## config.mk

```make
export PLATFORM = sky130hd
export DESIGN_NAME = cdb_arbiter
export DESIGN_NICKNAME = d
export VERILOG_FILES = /design/src/rtl/cdb_arbiter.sv
export SDC_FILE = /design/constraint.sdc
export NUM_CORES = 1
export LEC_CHECK = 0
export BUFFER_PORTS_ARGS = -buffer_cell sky130_fd_sc_hd__buf_2
export CAP_MARGIN = 15
export CORE_MARGIN = 1.5
export CORE_UTILIZATION = 45
export CTS_BUF_LIST = sky130_fd_sc_hd__clkbuf_8
export DETAILED_ROUTE_END_ITERATION = 16
export PLACE_DENSITY_LB_ADDON = 0.1
export SYNTH_ARGS = -nofsm -noshare
export SYNTH_HDL_FRONTEND = slang
export SYNTH_SLANG_ARGS = --single-unit
```

## constraint.sdc

```tcl
create_clock -name clk -period 3.7 [get_ports clk]
set_input_delay 0.185 -clock clk [delete_from_list [all_inputs] [get_ports clk]]
set_output_delay 0.185 -clock clk [all_outputs]
set_load 0.1 [all_outputs]
```

## src/rtl/cdb_arbiter.sv

```systemverilog
// rtl/cdb_arbiter.sv - round-robin common-data-bus arbiter with per-source result FIFOs
module cdb_arbiter #(
    parameter int NUM_SRC    = 3,
    parameter int ID_WIDTH   = 4,
    parameter int XLEN       = 32,
    parameter int FIFO_DEPTH = 2,
    localparam int SRC_W     = (NUM_SRC > 1) ? $clog2(NUM_SRC) : 1
) (
    input  logic                        clk,
    input  logic                        rst,
    input  logic                        rdy,
    input  logic                        flush,
    input  logic [NUM_SRC-1:0]          src_valid,
    input  logic [NUM_SRC*ID_WIDTH-1:0] src_id,
    input  logic [NUM_SRC*XLEN-1:0]     src_val,
    output logic [NUM_SRC-1:0]          src_ready,
    output logic                        cdb_valid,
    output logic [ID_WIDTH-1:0]         cdb_id,
    output logic [XLEN-1:0]             cdb_val,
    output logic [SRC_W-1:0]            cdb_src
);

    localparam int PTR_W = $clog2(FIFO_DEPTH);
    localparam int CNT_W = $clog2(FIFO_DEPTH + 1);
    localparam logic [CNT_W-1:0] FULL_CNT = CNT_W'(FIFO_DEPTH);
    // Last-granted pointer starts at the top index so source 0 is searched first.
    localparam logic [SRC_W-1:0] RR_INIT  = SRC_W'(NUM_SRC - 1);

    logic [ID_WIDTH-1:0] id_mem_q  [NUM_SRC][FIFO_DEPTH];
    logic [ID_WIDTH-1:0] id_mem_d  [NUM_SRC][FIFO_DEPTH];
    logic [XLEN-1:0]     val_mem_q [NUM_SRC][FIFO_DEPTH];
    logic [XLEN-1:0]     val_mem_d [NUM_SRC][FIFO_DEPTH];
    logic [PTR_W-1:0]    head_q [NUM_SRC];
    logic [PTR_W-1:0]    head_d [NUM_SRC];
    logic [PTR_W-1:0]    tail_q [NUM_SRC];
    logic [PTR_W-1:0]    tail_d [NUM_SRC];
    logic [CNT_W-1:0]    count_q [NUM_SRC];
    logic [CNT_W-1:0]    count_d [NUM_SRC];
    logic [SRC_W-1:0]    rr_ptr_q, rr_ptr_d;
    logic                cdb_valid_q, cdb_valid_d;
    logic [ID_WIDTH-1:0] cdb_id_q, cdb_id_d;
    logic [XLEN-1:0]     cdb_val_q, cdb_val_d;
    logic [SRC_W-1:0]    cdb_src_q, cdb_src_d;

    logic                grant_found;
    logic [SRC_W-1:0]    grant_idx;
    int                  cand;

    assign cdb_valid = cdb_valid_q;
    assign cdb_id    = cdb_id_q;
    assign cdb_val   = cdb_val_q;
    assign cdb_src   = cdb_src_q;

    // Ready depends only on registered occupancy plus rst/flush; a full FIFO never passes through.
    always_comb begin
        src_ready = '0;
        for (int i = 0; i < NUM_SRC; i++) begin
            src_ready[i] = (count_q[i] != FULL_CNT) && !rst && !flush;
        end
    end

    // Round-robin search starting one past the last winner, first non-empty FIFO wins.
    always_comb begin
        grant_found = 1'b0;
        grant_idx   = '0;
        cand        = 0;
        for (int k = 1; k <= NUM_SRC; k++) begin
            cand = (int'(rr_ptr_q) + k) % NUM_SRC;
            if (!grant_found && (count_q[SRC_W'(cand)] != '0)) begin
                grant_found = 1'b1;
                grant_idx   = SRC_W'(cand);
            end
        end
    end

    // Next state: flush empties everything and suppresses grants, otherwise push/pop/broadcast.
    always_comb begin
        id_mem_d    = id_mem_q;
        val_mem_d   = val_mem_q;
        head_d      = head_q;
        tail_d      = tail_q;
        count_d     = count_q;
        rr_ptr_d    = rr_ptr_q;
        cdb_valid_d = cdb_valid_q;
        cdb_id_d    = cdb_id_q;
        cdb_val_d   = cdb_val_q;
        cdb_src_d   = cdb_src_q;
        if (flush) begin
            for (int i = 0; i < NUM_SRC; i++) begin
                head_d[i]  = '0;
                tail_d[i]  = '0;
                count_d[i] = '0;
            end
            cdb_valid_d = 1'b0;
            rr_ptr_d    = RR_INIT;
        end else begin
            for (int i = 0; i < NUM_SRC; i++) begin
                if (src_valid[i] && src_ready[i]) begin
                    id_mem_d[i][tail_q[i]]  = src_id[i*ID_WIDTH +: ID_WIDTH];
                    val_mem_d[i][tail_q[i]] = src_val[i*XLEN +: XLEN];
                    tail_d[i]               = tail_q[i] + 1'b1;
                end
                if (grant_found && (grant_idx == SRC_W'(i))) begin
                    head_d[i] = head_q[i] + 1'b1;
                end
                case ({src_valid[i] && src_ready[i], grant_found && (grant_idx == SRC_W'(i))})
                    2'b10:   count_d[i] = count_q[i] + 1'b1;
                    2'b01:   count_d[i] = count_q[i] - 1'b1;
                    default: count_d[i] = count_q[i];
                endcase
            end
            cdb_valid_d = grant_found;
            if (grant_found) begin
                cdb_id_d  = id_mem_q[grant_idx][head_q[grant_idx]];
                cdb_val_d = val_mem_q[grant_idx][head_q[grant_idx]];
                cdb_src_d = grant_idx;
                rr_ptr_d  = grant_idx;
            end
        end
    end

    // State register; rdy low freezes everything including reset.
    always_ff @(posedge clk) begin
        if (rdy) begin
            id_mem_q  <= id_mem_d;
            val_mem_q <= val_mem_d;
            if (rst) begin
                for (int i = 0; i < NUM_SRC; i++) begin
                    head_q[i]  <= '0;
                    tail_q[i]  <= '0;
                    count_q[i] <= '0;
                end
                rr_ptr_q    <= RR_INIT;
                cdb_valid_q <= 1'b0;
                cdb_id_q    <= '0;
                cdb_val_q   <= '0;
                cdb_src_q   <= '0;
            end else begin
                head_q      <= head_d;
                tail_q      <= tail_d;
                count_q     <= count_d;
                rr_ptr_q    <= rr_ptr_d;
                cdb_valid_q <= cdb_valid_d;
                cdb_id_q    <= cdb_id_d;
                cdb_val_q   <= cdb_val_d;
                cdb_src_q   <= cdb_src_d;
            end
        end
    end

endmodule

```

; ---- Word-level counts from Yosys, hierarchy flattened
; Index checks and enable logic that the tools add are counted.
[word_totals]
reg_bits = 269
in_bits = 115
out_inout_bits = 42
elab_cells = 190
[op_classes]
add_sub_neg = 15
div = 3
order_cmp = 11
eq_ne = 12
mux = 63
bitwise = 9
n_reduce_logical = 51
[ops]
columns = cell, count
row1 = $mux W32, 8
row2 = $bwmux W64, 3
row3 = $bmux W64 S2, 1
row4 = $mux W64, 2
row5 = $demux W32 S1, 3
row6 = $mod A32 B3 Y32 const B, 3
row7 = $mux W4, 8
row8 = $bwmux W8, 3
row9 = $mux W2, 11
row10 = $reduce_bool A3 Y1, 7
row11 = $reduce_and A2 Y1, 10
row12 = $logic_and A1 B1 Y1, 17
row13 = $bmux W8 S2, 1
row14 = $mux W8, 2
row15 = $bmux W2 S2, 3
row16 = $demux W4 S1, 3
row17 = $pmux W2 S2, 3
row18 = $reduce_and A3 Y1, 4
row19 = $reduce_bool A4 Y1, 3
row20 = $mux W1, 11
row21 = $ge A2 B3 Y1 const B, 3
row22 = $eq A2 B1 Y1 const B, 4
row23 = $eq A2 B2 Y1 const B, 4
row24 = $ge A2 B2 Y1 const B, 4
row25 = 17 further kinds, 43

; ---- Logic depth before layout (Yosys ltp)
[depth]
depth_word = 24
ltp_mapped = 14
mapped_depth_nobuf = 12

; ---- Worst setup path after synthesis
; OpenSTA, ideal clock, no wires.
[synth_path]
kind = input-to-reg
from = in flush
to = reg id_mem_q[10] in the netlist's numbering, enable pin
setup_time_ps = 474
arrival_ps = 5072
required_time_ps = 3226
slack_ps = -1846
stages = 5
n_path_buf = 1
path_cell_list = or2_2 > clkbuf_1 > a21oi_1 > nand2_1 > nor3_1
[synth_via]
elab_chain_cells = 4
word_cells_on_any_way = 5
cone_classes = 1 x bitwise / 4 x reduce/logical
[synth_rtl]
columns = element, line
row1 = "start, declared", 12  ; input logic flush,
row2 = $logic_not A1 Y1, 58  ; src_ready[i] = (count_q[i] != FULL_CNT) && !rst && !flush;
row3 = $logic_and A1 B1 Y1, 58
row4 = named net src_ready[1], 16  ; output logic [NUM_SRC-1:0] src_ready,
row5 = $logic_and A1 B1 Y1, 98  ; if (src_valid[i] && src_ready[i]) begin
row6 = $reduce_and A3 Y1 (no source line), -
row7 = "end signal, assigned", 125  ; id_mem_q <= id_mem_d;
row8 = "end, declared", 29  ; logic [ID_WIDTH-1:0] id_mem_q [NUM_SRC][FIFO_DEPTH];
; The timed path passes the listed nets, and every way through them passes these cells.
; A chain may end at the register's enable or synchronous reset.

; ---- Worst setup path after layout
[layout_path]
from = reg rr_ptr_q[1]
to = reg count_q[3] in the netlist's numbering, enable pin
[layout_via]
elab_chain_cells = 19
word_cells_on_any_way = 37
cone_classes = 3 x add/sub / 3 x div / 3 x eq/ne / 15 x mux / 3 x bitwise / 10 x reduce/logical
[layout_rtl]
columns = element, line
row1 = "start, declared", 39  ; logic [SRC_W-1:0] rr_ptr_q, rr_ptr_d;
row2 = "start signal, assigned", 142  ; rr_ptr_q <= rr_ptr_d;
row3 = $add A2 B1 Y3, 68  ; cand = (int'(rr_ptr_q) + k) % NUM_SRC;
row4 = $mod A32 B3 Y32, 68
row5 = $not A2 Y2 (not written as such), 69  ; if (!grant_found && (count_q[SRC_W'(cand)] != '0)) begin
row6 = $bmux W2 S2, 69
row7 = $mux W2 (not written as such) (2 in a row), 69
row8 = $reduce_bool A2 Y1, 69
row9 = $mux W1, 69
row10 = $logic_not A1 Y1, 69
row11 = [2 not listed], -
row12 = $logic_not A1 Y1, 69
row13 = $logic_and A1 B1 Y1, 69
row14 = $mux W2, 69
row15 = $eq A2 B1 Y1, 106  ; case ({src_valid[i] && src_ready[i], grant_found && (grant_idx == SRC_W'(i))})
row16 = $logic_and A1 B1 Y1 *, 106
row17 = $eq A2 B1 Y1 / $eq A2 B2 Y1 (equally long branches), 106
row18 = $reduce_bool A4 Y1 (no source line) *, -
row19 = $reduce_and A2 Y1 (no source line) *, -
row20 = "end signal, assigned", 141  ; count_q <= count_d;
row21 = "end, declared", 37  ; logic [CNT_W-1:0] count_q [NUM_SRC];
; Mark *: on every way between the ends. The rest lies on a longest branch, timed or not. The select of a mux whose other input is x is not followed.

==> implementation parameters <==
Parameter                              Value

Yosys
  Number of synthesized register bits    around 270
  Number of warning messages in the yosys log    0
  Syn Area/Cell    approximately 14 µm²
  Library cell occupying the most area in the post-synthesis netlist    sky130_fd_sc_hd__edfxtp_1
  Dominant cells by area after synthesis    sky130_fd_sc_hd__edfxtp_1 76%, sky130_fd_sc_hd__nand2_1 5.4%, sky130_fd_sc_hd__a311o_1 3.4%, sky130_fd_sc_hd__o211ai_1 2.6%, sky130_fd_sc_hd__nor2_1 2.1%
  Synth Instances    between 700 and 800
  Yosys top cell area share    0.762
  Sequential-to-total area share from yosys stat    0.762
  Number of nets produced by synthesis    864
  Post-synth design cell area    roughly 11000 µm²
  Distinct cell type count of the synthesized netlist    37

Global routing
  First-pass GRT wire length    40300 µm
  Tot GR Track Use    0.220
  Antenna violations before repair    1
  Number of global-route vias before repair    7530
  Largest net degree at the start of global routing    86
  Grt ovf    0

Timing
  Maximum clock skew at final layout    between 0.02 and 0.025 ns
  Max-slew headroom at the worst pin    0.424
  Final count of pins violating max slew    0
  RSZ-0062 raised after global routing    false
  Share of the cycle needed by the critical path after routing    0.879
  # setup viols final    0
  Least-Margin Pin Slew    0.864 ns
  Fin Hold WS    0.0361 ns
  Highest clock rate    between 300 and 400 MHz
  Hold Vio Cnt, Final    0
  Final critical path time including I/O delays and setup    approximately 3.3 ns

Routing
  Router iterations before antenna repair    7
  Number of vias per cell after detailed routing    5.27
  Number of violations reported at the end of detailed-routing iteration 0    ~450
  Wire length per cell    ~19 µm
  Total Routed Length    around 27000 µm
  Number of nets with antenna violations after routing    0
  Total number of vias    slightly above 7000
  DRC errors left    0

Die
  Top-Level Pins    ~160
  Horizontal die dimension    between 150 and 200 µm
  Core Region    around 23000 µm²
  Number of rows created at floorplan    55
  Starting density of the core    0.464
  Floorplan die area    24500 µm²
  DIE HEIGHT    around 160 µm

Clocking
  Clock buffer count from CTS    45
  H-tree Lvls    2
  Hold buffer count at cts    ~110
  Library cell used as clock root buffer    sky130_fd_sc_hd__clkbuf_8
  Post-CTS repair timing setup buffer count    0
  Count of instances resized after the clock tree is built    0
  Maximum count of clock buffers along a single path    3
  Worst-Skew Late Latency    ~0.54 ns
  Number of sinks driven by the clock tree    approximately 270
  Clock-pin slew of the registers on the worst-case setup and hold paths    ~0.06 ns
  Clock tree from TritonCTS    built

Cells and area
  Finished layout cell area    approximately 14000 µm²
  Highest-count cells in the layout ignoring fill and taps    269 x sky130_fd_sc_hd__edfxtp_1, 156 x sky130_fd_sc_hd__buf_2, 151 x sky130_fd_sc_hd__nand2_1
  Layout net count    1148
  Most common cell after layout, fill and taps aside    sky130_fd_sc_hd__edfxtp_1
  Relative area change from synthesis to final layout    29.8%
  Post-layout util    0.602
  Share of final-layout standard cells stronger than drive strength 1    0.232

Power
  Leakage power    approximately 0.005 µW
  Total power per unit cell area    roughly 560 nW/µm²
  Largest voltage drop on the vdd net    around 0.37 mV

Setup path
  Type of origin of the critical path    register
  Endpoint class of the critical path    register
  Kind of critical path    register to register
  Critical Path RT    roughly 3.9 ns
  Arr. time, crit path    approximately 3.5 ns
  Peak fanout along the critical path    31

Place
  Half-perimeter wire length after placement    roughly 15000 µm
  IO Port Bufs    156
  RePlAce Congestion    0.806
  Post-placement cell area    about 12000 µm²

Flow run
  Number of max-cap violations    0

Status
  Outcome    finished clean

Worst hold path
  Worst min-delay path category    primary input to register
## final cells by class
cell class,instances,area (µm²)
antenna,1,2.50
sequential,269,8080
clock inverter,35,193
clock buffer,46,633
tap,313,392
fill,1848,9100
multi-input combinational,418,2370
inverter,9,33.8
timing repair buffer,283,2040
## Yosys cell counts
master	count
sky130_fd_sc_hd__o21a_1	4
sky130_fd_sc_hd__or2_2	1
sky130_fd_sc_hd__a22oi_1	1
sky130_fd_sc_hd__nand2b_1	4
sky130_fd_sc_hd__or3b_2	1
sky130_fd_sc_hd__nor2_4	2
sky130_fd_sc_hd__buf_1	4
sky130_fd_sc_hd__a21boi_0	7
sky130_fd_sc_hd__ha_1	7
sky130_fd_sc_hd__a311o_1	36
sky130_fd_sc_hd__buf_4	1
sky130_fd_sc_hd__or2_0	1
sky130_fd_sc_hd__nor4_1	1
sky130_fd_sc_hd__clkbuf_1	23
sky130_fd_sc_hd__a211o_1	2
sky130_fd_sc_hd__a31oi_4	1
sky130_fd_sc_hd__nor3b_1	1
sky130_fd_sc_hd__xnor2_1	4
sky130_fd_sc_hd__nor2_1	60
sky130_fd_sc_hd__a211oi_1	3
sky130_fd_sc_hd__buf_2	18
sky130_fd_sc_hd__inv_1	9
sky130_fd_sc_hd__o22a_1	1
sky130_fd_sc_hd__o21bai_1	1
sky130_fd_sc_hd__o41a_1	1
sky130_fd_sc_hd__edfxtp_1	269
sky130_fd_sc_hd__nand2_1	151
sky130_fd_sc_hd__and2_1	1
sky130_fd_sc_hd__o211ai_1	36
sky130_fd_sc_hd__nor3_1	9
sky130_fd_sc_hd__o21ai_2	1
sky130_fd_sc_hd__or2_1	1
sky130_fd_sc_hd__a21oi_1	40
sky130_fd_sc_hd__nand3_1	36
sky130_fd_sc_hd__nor2_2	1
sky130_fd_sc_hd__xor2_1	2
sky130_fd_sc_hd__o22ai_1	1
## worst max-delay path, cell delays in order (launching register included)
cell                       delay [ns]
sky130_fd_sc_hd__edfxtp_1        0.42
sky130_fd_sc_hd__inv_1           0.10
sky130_fd_sc_hd__ha_1            0.30
sky130_fd_sc_hd__nor3_1          0.13
sky130_fd_sc_hd__a211oi_1        0.49
sky130_fd_sc_hd__o21bai_1        0.30
sky130_fd_sc_hd__o21a_2          0.20
sky130_fd_sc_hd__buf_4           0.33
sky130_fd_sc_hd__nor2_1          0.11
sky130_fd_sc_hd__ha_1            0.28
sky130_fd_sc_hd__a21boi_0        0.27
## flip-flops by register name, summed over array words and instances, names as in the netlist
name,flops
rr_ptr_q,2
cdb_val,32
cdb_id,4
id_mem_q,24
cdb_valid,1
val_mem_q,192
tail_q,3
cdb_src,2
count_q,6
head_q,3
## logic make-up after synthesis
| group | synth area share |
|---|---|
| simple gates | 0.106 |
| fa+ha+maj | 0.00827 |
| xor+xnor | 0.00496 |
| flops | 0.762 |
| compound gates | 0.0967 |
| buf+inv | 0.0220 |
## routing by layer
layer,GRT usage,up-vias,wire (µm)
met5,0,-,0
met4,0.0798,0,704
met3,0.0407,55,1720
met2,0.375,269,13100
met1,0.283,3551,11200
li1,-,3366,-
## power breakdown
part / switching [µW] / total [µW] / internal (µW)
registers: 43.5 / 3530 / 3490
clock network: 1140 / 2430 / 1290
logic: 1230 / 1780 / 544
## path summary, 6_finish.rpt
kind / slack, ns / startpoint / endpoint / cells past startpoint
max: 0.45 / rr_ptr_q[1] / count_q[3] / 10
min: 0.04 / rdy / cdb_valid / 1
max reg2reg: 0.45 / rr_ptr_q[1] / count_q[3] / 10
min reg2reg: 0.55 / head_q[2] / head_q[2] / 1
## through the flow
step                worst slack [ns]  setup TNS, ns  total power [µW]  instances
finish                         0.448              0              7740       1374
global route                   0.218              0              8060       1374
CTS                            0.472              0              7790       1373
detailed placement             0.463              0              5280       1184
global placement               0.707              0              5220       1184
floorplan                    -0.0847         -11.50              4870        742
No activity file was read; power rests on OpenSTA's default activity.
